`src/rtl/uart_pkg.sv`:
```
// Shared definitions for the oversampling UART receiver.
//   DATA_BITS_DEF / OSR_DEF : default frame width and ticks per bit
//   ST_*                    : 3-bit receiver state encodings
package uart_pkg;

    localparam int DATA_BITS_DEF = 8;
    localparam int OSR_DEF       = 8;

    localparam logic [2:0] ST_IDLE     = 3'd0;
    localparam logic [2:0] ST_START    = 3'd1;
    localparam logic [2:0] ST_DATA     = 3'd2;
    localparam logic [2:0] ST_PARITY   = 3'd3;
    localparam logic [2:0] ST_STOP     = 3'd4;
    localparam logic [2:0] ST_BRK_WAIT = 3'd5;

endpackage

```
`src/rtl/sync_edge.sv`:
```
// Two-flop synchronizer for an asynchronous single-bit input.
//   clk, rst : clock and async active-high reset
//   d        : asynchronous input
//   q        : synchronized level (EDGE_EN=0) or one-cycle rising-edge pulse (EDGE_EN=1)
// RST_VAL presets every flop so the output is quiet right after reset.
module sync_edge #(
    parameter logic RST_VAL = 1'b0,
    parameter bit   EDGE_EN = 1'b0
) (
    input  logic clk,
    input  logic rst,
    input  logic d,
    output logic q
);

    logic meta_q, meta_d;
    logic sync_q, sync_d;

    always_comb begin
        meta_d = d;
        sync_d = meta_q;
    end

    always_ff @(posedge clk or posedge rst) begin
        if (rst) begin
            meta_q <= RST_VAL;
            sync_q <= RST_VAL;
        end else begin
            meta_q <= meta_d;
            sync_q <= sync_d;
        end
    end

    if (EDGE_EN) begin : g_edge
        logic prev_q;
        always_ff @(posedge clk or posedge rst) begin
            if (rst) prev_q <= RST_VAL;
            else     prev_q <= sync_q;
        end
        assign q = sync_q & ~prev_q;
    end else begin : g_level
        assign q = sync_q;
    end

endmodule

```
`src/rtl/uart_rx_os.sv`:
```
// Oversampling UART receiver (start, DATA_BITS data LSB first, optional parity, stop).
//   fclk, rst   : system clock, async active-high reset
//   bclkx8      : oversampling tick from the baud generator (sampled as data)
//   rxd         : serial line, idle high
//   rd_ack      : host has consumed rx_data
//   rx_data     : received byte; rx_valid marks it unread
//   frame_err, parity_err : status of the byte in rx_data
//   overrun_err : a frame was dropped because rx_data was still unread
//   busy        : receiver is not idle
//
// state     | meaning
// IDLE      | waiting for a falling edge on the line
// START     | counting to mid start bit to reject glitches
// DATA      | sampling data bits at the end of each bit window
// PARITY    | sampling the parity bit
// STOP      | sampling the stop bit, frame completes here
// BRK_WAIT  | line held low after the stop bit, wait for it to go high
module uart_rx_os
    import uart_pkg::*;
#(
    parameter int DATA_BITS  = DATA_BITS_DEF,
    parameter int OSR        = OSR_DEF,
    parameter bit PARITY_EN  = 1'b0,
    parameter bit PARITY_ODD = 1'b0
) (
    input  logic                 fclk,
    input  logic                 rst,
    input  logic                 bclkx8,
    input  logic                 rxd,
    input  logic                 rd_ack,
    output logic [DATA_BITS-1:0] rx_data,
    output logic                 rx_valid,
    output logic                 frame_err,
    output logic                 parity_err,
    output logic                 overrun_err,
    output logic                 busy
);

    localparam int               SW       = $clog2(OSR);
    localparam logic [SW-1:0]    SAMP_MID = SW'(OSR / 2 - 1);
    localparam logic [SW-1:0]    SAMP_END = SW'(OSR - 1);
    localparam logic [2:0]       BIT_LAST = 3'(DATA_BITS - 1);

    logic rxd_s;
    logic tick;

    sync_edge #(.RST_VAL(1'b1), .EDGE_EN(1'b0)) u_sync_rxd (
        .clk (fclk),
        .rst (rst),
        .d   (rxd),
        .q   (rxd_s)
    );

    sync_edge #(.RST_VAL(1'b0), .EDGE_EN(1'b1)) u_sync_tick (
        .clk (fclk),
        .rst (rst),
        .d   (bclkx8),
        .q   (tick)
    );

    logic [2:0]           state_q, state_d;
    logic [SW-1:0]        samp_cnt_q, samp_cnt_d;
    logic [2:0]           bit_cnt_q, bit_cnt_d;
    logic [DATA_BITS-1:0] shift_q, shift_d;
    logic                 parity_ok_q, parity_ok_d;
    logic [DATA_BITS-1:0] rx_data_q, rx_data_d;
    logic                 rx_valid_q, rx_valid_d;
    logic                 frame_err_q, frame_err_d;
    logic                 parity_err_q, parity_err_d;
    logic                 overrun_err_q, overrun_err_d;
    logic                 complete;
    logic                 samp_end;

    always_comb begin
        state_d     = state_q;
        samp_cnt_d  = samp_cnt_q;
        bit_cnt_d   = bit_cnt_q;
        shift_d     = shift_q;
        parity_ok_d = parity_ok_q;
        complete    = 1'b0;
        samp_end    = (samp_cnt_q == SAMP_END);

        if (tick) begin
            case (state_q)
                ST_IDLE: begin
                    if (!rxd_s) begin
                        state_d    = ST_START;
                        samp_cnt_d = '0;
                    end
                end
                ST_START: begin
                    if (samp_cnt_q == SAMP_MID) begin
                        if (!rxd_s) begin
                            state_d    = ST_DATA;
                            samp_cnt_d = '0;
                            bit_cnt_d  = '0;
                        end else begin
                            state_d = ST_IDLE;
                        end
                    end else begin
                        samp_cnt_d = samp_cnt_q + 1'b1;
                    end
                end
                ST_DATA: begin
                    if (samp_end) begin
                        // New bits enter at the MSB so the first bit ends up at bit 0.
                        shift_d    = {rxd_s, shift_q[DATA_BITS-1:1]};
                        samp_cnt_d = '0;
                        if (bit_cnt_q == BIT_LAST) state_d = PARITY_EN ? ST_PARITY : ST_STOP;
                        else                       bit_cnt_d = bit_cnt_q + 1'b1;
                    end else begin
                        samp_cnt_d = samp_cnt_q + 1'b1;
                    end
                end
                ST_PARITY: begin
                    if (samp_end) begin
                        parity_ok_d = ~(^shift_q ^ rxd_s ^ PARITY_ODD);
                        samp_cnt_d  = '0;
                        state_d     = ST_STOP;
                    end else begin
                        samp_cnt_d = samp_cnt_q + 1'b1;
                    end
                end
                ST_STOP: begin
                    if (samp_end) begin
                        complete   = 1'b1;
                        samp_cnt_d = '0;
                        state_d    = rxd_s ? ST_IDLE : ST_BRK_WAIT;
                    end else begin
                        samp_cnt_d = samp_cnt_q + 1'b1;
                    end
                end
                ST_BRK_WAIT: begin
                    if (rxd_s) state_d = ST_IDLE;
                end
                default: state_d = ST_IDLE;
            endcase
        end
    end

    always_comb begin
        rx_data_d     = rx_data_q;
        rx_valid_d    = rx_valid_q;
        frame_err_d   = frame_err_q;
        parity_err_d  = parity_err_q;
        overrun_err_d = overrun_err_q;

        if (complete) begin
            // An acknowledge in the completion cycle frees the holding register.
            if (!rx_valid_q || rd_ack) begin
                rx_data_d     = shift_q;
                rx_valid_d    = 1'b1;
                frame_err_d   = ~rxd_s;
                parity_err_d  = PARITY_EN && !parity_ok_q;
                overrun_err_d = 1'b0;
            end else begin
                overrun_err_d = 1'b1;
            end
        end else if (rd_ack && rx_valid_q) begin
            rx_valid_d    = 1'b0;
            frame_err_d   = 1'b0;
            parity_err_d  = 1'b0;
            overrun_err_d = 1'b0;
        end
    end

    always_ff @(posedge fclk or posedge rst) begin
        if (rst) begin
            state_q       <= ST_IDLE;
            samp_cnt_q    <= '0;
            bit_cnt_q     <= '0;
            shift_q       <= '0;
            parity_ok_q   <= 1'b1;
            rx_data_q     <= '0;
            rx_valid_q    <= 1'b0;
            frame_err_q   <= 1'b0;
            parity_err_q  <= 1'b0;
            overrun_err_q <= 1'b0;
        end else begin
            state_q       <= state_d;
            samp_cnt_q    <= samp_cnt_d;
            bit_cnt_q     <= bit_cnt_d;
            shift_q       <= shift_d;
            parity_ok_q   <= parity_ok_d;
            rx_data_q     <= rx_data_d;
            rx_valid_q    <= rx_valid_d;
            frame_err_q   <= frame_err_d;
            parity_err_q  <= parity_err_d;
            overrun_err_q <= overrun_err_d;
        end
    end

    assign rx_data     = rx_data_q;
    assign rx_valid    = rx_valid_q;
    assign frame_err   = frame_err_q;
    assign parity_err  = parity_err_q;
    assign overrun_err = overrun_err_q;
    assign busy        = (state_q != ST_IDLE);

endmodule

```
`config.mk`:
```
export PLATFORM = sky130hd
export DESIGN_NAME = uart_rx_os
export DESIGN_NICKNAME = d
export VERILOG_FILES = /design/src/rtl/uart_pkg.sv /design/src/rtl/sync_edge.sv /design/src/rtl/uart_rx_os.sv
export SDC_FILE = /design/constraint.sdc
export NUM_CORES = 1
export LEC_CHECK = 0
export ABC_AREA = 1
export CAP_MARGIN = 10
export CORE_MARGIN = 3
export CORE_UTILIZATION = 60
export DETAILED_ROUTE_END_ITERATION = 10
export PLACE_DENSITY = 0.83
export SYNTH_ARGS = -nofsm -noshare
export SYNTH_HDL_FRONTEND = slang
export SYNTH_SLANG_ARGS = --single-unit
```
`constraint.sdc`:
```
create_clock -name fclk -period 4.3 [get_ports fclk]
set_input_delay 0.86 -clock fclk [delete_from_list [all_inputs] [get_ports fclk]]
set_output_delay 0.86 -clock fclk [all_outputs]
set_load 0.01 [all_outputs]
```
After elaboration in Yosys (flattened, before gate mapping) --
Index checks and enable logic that the tools add are counted. Widths: inputs -> output; s select.
Word-level totals: register bits 34, input port bits 5
Cells by class: bitwise gates (word level) 3, equal/unequal tests 18, muxes and demuxes 31, $add $sub $neg 2, reductions and logical operators 15
Operator list (count):
- $mux 3 | 15
- $pmux 3 s6 | 1
- $ne 2x2->1 const B | 8
- $eq 3x3->1 const B | 4
- $mux 1 | 12
- $eq 3x2->1 const B | 3
- $pmux 3 s3 | 1
- $reduce_and 8->1 | 1
- $add 3x1->3 const B | 2
- $pmux 3 s2 | 1
- $reduce_and 2->1 | 3
- $reduce_and 6->1 | 1
- $reduce_bool 3->1 | 2
- $ne 2x1->1 const B | 2
- $reduce_bool 2->1 | 2
- $eq 3x1->1 const B | 1
- $logic_not 3->1 | 1
- $reduce_and 3->1 | 1
- $reduce_or 3->1 | 1
- $mux 2 | 1
- $not 1->1 | 2
- $and 1x1->1 | 1
- $logic_and 1x1->1 | 1
- $logic_not 1->1 | 1
- $logic_or 1x1->1 | 1

Depth between registers and ports, before layout --
depth after elaboration 6, mapped depth 10

Cells and area by module --
From an unflattened synthesis, not the netlist that was laid out.
Unflattened totals: cells, all modules 201, area total of the unflattened synthesis 1676.6 um^2
Modules (own cells, without submodules):
- uart_rx_os | cells each 192, instances 1, area each 1531.5 um^2
- sync_edge at u_sync_tick | cells each 6, instances 1, area each 88.8 um^2
- sync_edge at u_sync_rxd | cells each 3, instances 1, area each 56.3 um^2

Worst setup path before layout --
No wires, ideal clock.
path type register to output, start register state_q[0], end output busy, data required time 3.440 ns, slack 2.678 ns, cell stages (with the launch flop) 4, data arrival time 0.762 ns, path through dfrtp_1 -> buf_6 -> nor2_4 -> nand2_2
Between the ends: cells in the longest elaborated chain, start to end 1
RTL lines:
- start: declaration | line uart_rx_os.sv:61 | logic [2:0] state_q, state_d;
- start signal: assignment | line uart_rx_os.sv:180 | state_q <= state_d;
- $reduce_bool 3->1 | line uart_rx_os.sv:198 | assign busy = (state_q != ST_IDLE);
- end: declaration | line uart_rx_os.sv:36 | output logic busy
Every way passes these cells.

Worst setup path in the final report --
start register state_q[2], end output busy
The elaborated chain is that of the path after synthesis.

==> summary.md <==
The flow ran to the end, and the final reports show no timing, DRC or antenna violations. The average wire per cell in the routed design is 13.2 microns. The run gives 0 as the count of cells resized by post-cts repair.

The final count of negative-setup-slack endpoints is 0, and the largest fanout of any net on the critical path is 9. Counting along the longest clock path gives a buffer depth of 2. Summing over every cut layer, the via total after detailed routing is 1,404. STA puts the critical path data required time at 3.44 ns.

Type of element capturing the critical path: a primary output. The total global routing track utilization is 0.218, and the number of remaining DRC errors is 0. The tools report the startpoint type of the worst setup path as a flip-flop. STA puts the critical path data arrival time at 1.69 ns. The combinational fraction of design power came out at 0.389. Compared with the post-synthesis result, the final layout area differs by 13.3%.

In this run the static leakage power is 1.00 nW. The final critical-path share of the clock period is 0.594. Clock skew on the completed layout was measured at 0.00950 ns. For this run, the number of Yosys warnings is 0.

The height of the die is 60.8 microns, and the first-pass iteration count of the detailed router is 4. Across all register-to-register paths, the minimum setup slack is 2.49 ns. The number of nets handed over by synthesis was 221. Unique cell type count in the Yosys netlist: 23. The path class of the tightest hold or removal check is flip-flop to flip-flop.

In the final timing run, aggregate negative setup slack is 0 ns. The congestion estimate from routability-driven global placement came to 0.880. The clock latency on the worst-skew pair was 0.34 ns; the time the final worst path needs with I/O delays and setup was 2.55 ns. The register area share after synthesis was 0.460. In this run, CTS created clock tree buffers numbering 5.

The ratio of cells with drive above 1 in the final layout was 0.226; the post-detailed-route via-to-cell ratio was 5.38. The number of maximum-capacitance violations is 0. Entering global routing, the biggest net connects 34 pins.

During placement, the flow inserted port buffers numbering 16. Detailed placement finished with a half-perimeter wire length of 2630 microns. On the final layout, the worst hold slack is 0.358 ns. The tools report the total number of clock tree sinks as 33. Register clock-pin slew on the reported worst setup and hold paths: 0.10 ns. The tree is rooted in a sky130_fd_sc_hd__clkbuf_4. The run gives 1800 sq um as the synthesized cell area. The logs give 0 for the diode insertion count for antenna repair and 210 for the gate count of the mapped netlist. The H-tree depth is 2. The filler cells instantiated in the layout total 213.

The highest achievable clock rate was 391 MHz; the internal cell power was 635 uW. The initial antenna violation count was 0; the total of flip-flops plus latches after synthesis was 33. The net switching share of the total power is 0.408.

After global routing the overflow that remains totals 0. For this design the ratio of total power to cell area is 526 nW/um^2. After the last flow step, the layout net total stands at 240. Buffers added to address setup during post-CTS repair amount to 0.

VDD sags by at most 307 uV. The run gives 3690 sq um as the area of the die. Setup repair after global routing left no endpoint under its margin. For the count of final hold-check violations, the log shows 0. TritonCTS built the clock tree. The setup path with the least slack is of type flip-flop to primary output. The run gives 0 as the count of hold-fix buffers inserted at cts.

The clock share of power is 0.227. Pin placement for this block handled 18 I/O pins. The instance area at placement was 1950 sq um; the post-detailed-route count of antenna-violating nets was 0. The mean instance size in the synthesized netlist works out to 8.57 sq um. The run gives 0.642 as the effective utilization at floorplan. Core region area: 2810 sq um. The final-report max-slew violation count was 0; the DRC marker count from the first detailed-route iteration was 121. After detailed routing, the total wire length is 3450 microns. The total number of placement rows came out at 19.

The run gives 437 uW as the reported net switching power. The run gives 2040 sq um as the final design instance area without fill. Measured along the x axis, the die boundary spans 60.8 microns.

The logs give 5880 microns for the global-route wire length before repair and 0.384 for the sequential fraction of design power. The number of global-route vias before repair was 1,372.
==> power by group through the flow <==
stage	logic, mW	registers [mW]	clock network (mW)
floorplan	0.353	0.384	0
global placement	0.381	0.409	0
detailed placement	0.412	0.416	0
CTS	0.412	0.410	0.246
global route	0.467	0.419	0.259
finish	0.417	0.412	0.244
==> cell families (layout without fill, tap and decap cells) <==
group / count (synthesis) / after routing / share of synthesized area
DFF: 33 / 33 / 0.460
and+or+nand+nor: 104 / 104 / 0.284
other: 1 / 1 / 0.00208
adders and majority gates: 6 / 6 / 0.0417
AOI/OAI and AO/OA: 24 / 24 / 0.104
buffers and inverters: 42 / 62 / 0.108
==> sequential cells by signal, indices dropped and copies added (netlist names) <==
signal                     flops
samp_cnt_q                     3
bit_cnt_q                      3
shift_q                        8
rx_data                        8
u_sync_rxd.q                   1
u_sync_tick.meta_q             1
u_sync_tick.sync_q             1
state_q                        3
frame_err                      1
rx_valid                       1
u_sync_rxd.meta_q              1
overrun_err                    1
u_sync_tick.g_edge.prev_q      1
==> per-layer routing <==
layer	global-route usage	part of all wire	vias to the layer above	wire, microns
met5	0	0	-	0
met4	0.124	0.027	0	92
met3	0.0553	0.076	11	263
met2	0.350	0.48	70	1640
met1	0.267	0.42	635	1450
li1	-	-	688	-
==> through the flow <==
stage,worst slack [ns],power [mW],util,cells
after global routing,1.66,1.14,0.727,261
after CTS,1.75,1.07,0.727,261
after detailed placement,2.11,0.828,0.697,253
after global placement,2.17,0.790,0.697,253
final,1.75,1.07,0.727,261
after floorplan,2.68,0.737,-,210
==> final cells by class <==
class / instances / area (sq um) / share of cell area
sequential: 33 / 828 / 0.406
multi-input combinational: 135 / 778 / 0.382
timing repair buffer: 17 / 168 / 0.0822
inverter: 37 / 141 / 0.0693
clock buffer: 7 / 55.1 / 0.0270
tap: 31 / 38.8 / 0.0190
clock inverter: 1 / 30.0 / 0.0147
==> cells in the mapped netlist <==
cell                      number  area (sq um)
sky130_fd_sc_hd__dfrtp_1      31           776
sky130_fd_sc_hd__nand2_4       1          11.3
sky130_fd_sc_hd__nand4_1       3          18.8
sky130_fd_sc_hd__nor2_1       11          41.3
sky130_fd_sc_hd__ha_1          6          75.1
sky130_fd_sc_hd__nand3_1      16          80.1
sky130_fd_sc_hd__inv_4         1          6.26
sky130_fd_sc_hd__inv_2         4          15.0
sky130_fd_sc_hd__or2_0         1          6.26
sky130_fd_sc_hd__nor2_2        3          18.8
sky130_fd_sc_hd__o21ai_2      18           158
sky130_fd_sc_hd__buf_4         1          7.51
sky130_fd_sc_hd__buf_6         4          45.0
sky130_fd_sc_hd__nand2_2       9          56.3
sky130_fd_sc_hd__nand3_2       1          10.0
sky130_fd_sc_hd__o21ai_0       5          25.0
sky130_fd_sc_hd__nand4_4       1          21.3
sky130_fd_sc_hd__dfstp_2       2          52.6
sky130_fd_sc_hd__o21ai_1       1          5.00
sky130_fd_sc_hd__nand2_1      54           203
sky130_fd_sc_hd__conb_1        1          3.75
sky130_fd_sc_hd__inv_1        32           120
sky130_fd_sc_hd__nor2_4        4          45.0
==> path summary, 6_finish.rpt <==
check                                    from            endpoint  cells past startpoint
min in group asynchronous                 rst          state_q[1]                      3
min reg2reg                u_sync_tick.meta_q  u_sync_tick.sync_q                      0
max reg2reg                     samp_cnt_q[0]          rx_data[0]                      7
max                                state_q[2]                busy                      3
min                        u_sync_tick.meta_q  u_sync_tick.sync_q                      0
max in group asynchronous                 rst        u_sync_rxd.q                      3
==> worst max-delay path: stages, from the launching register on <==
cell and delay (ns):
sky130_fd_sc_hd__dfrtp_1 0.64, sky130_fd_sc_hd__inv_4 0.09, sky130_fd_sc_hd__nand2_2 0.11, sky130_fd_sc_hd__clkdlybuf4s50_1 0.53
==> cell usage in the layout (no fill, tap or decap), drive strengths merged <==
| cell | netlist | routed |
|---|---|---|
| nand2 | 64 | 64 |
| inv | 37 | 37 |
| dfrtp | 31 | 31 |
| o21ai | 24 | 24 |
| nor2 | 18 | 18 |
| nand3 | 17 | 17 |
| clkdlybuf4s50 | 0 | 16 |
| clkbuf | 0 | 7 |
| ha | 6 | 6 |
| nand4 | 4 | 4 |
| dfstp | 2 | 2 |
| or2 | 1 | 1 |
| conb | 1 | 1 |
| bufinv | 0 | 1 |
| buf | 5 | 1 |
Note: power is estimated with default switching activity, not from simulation.
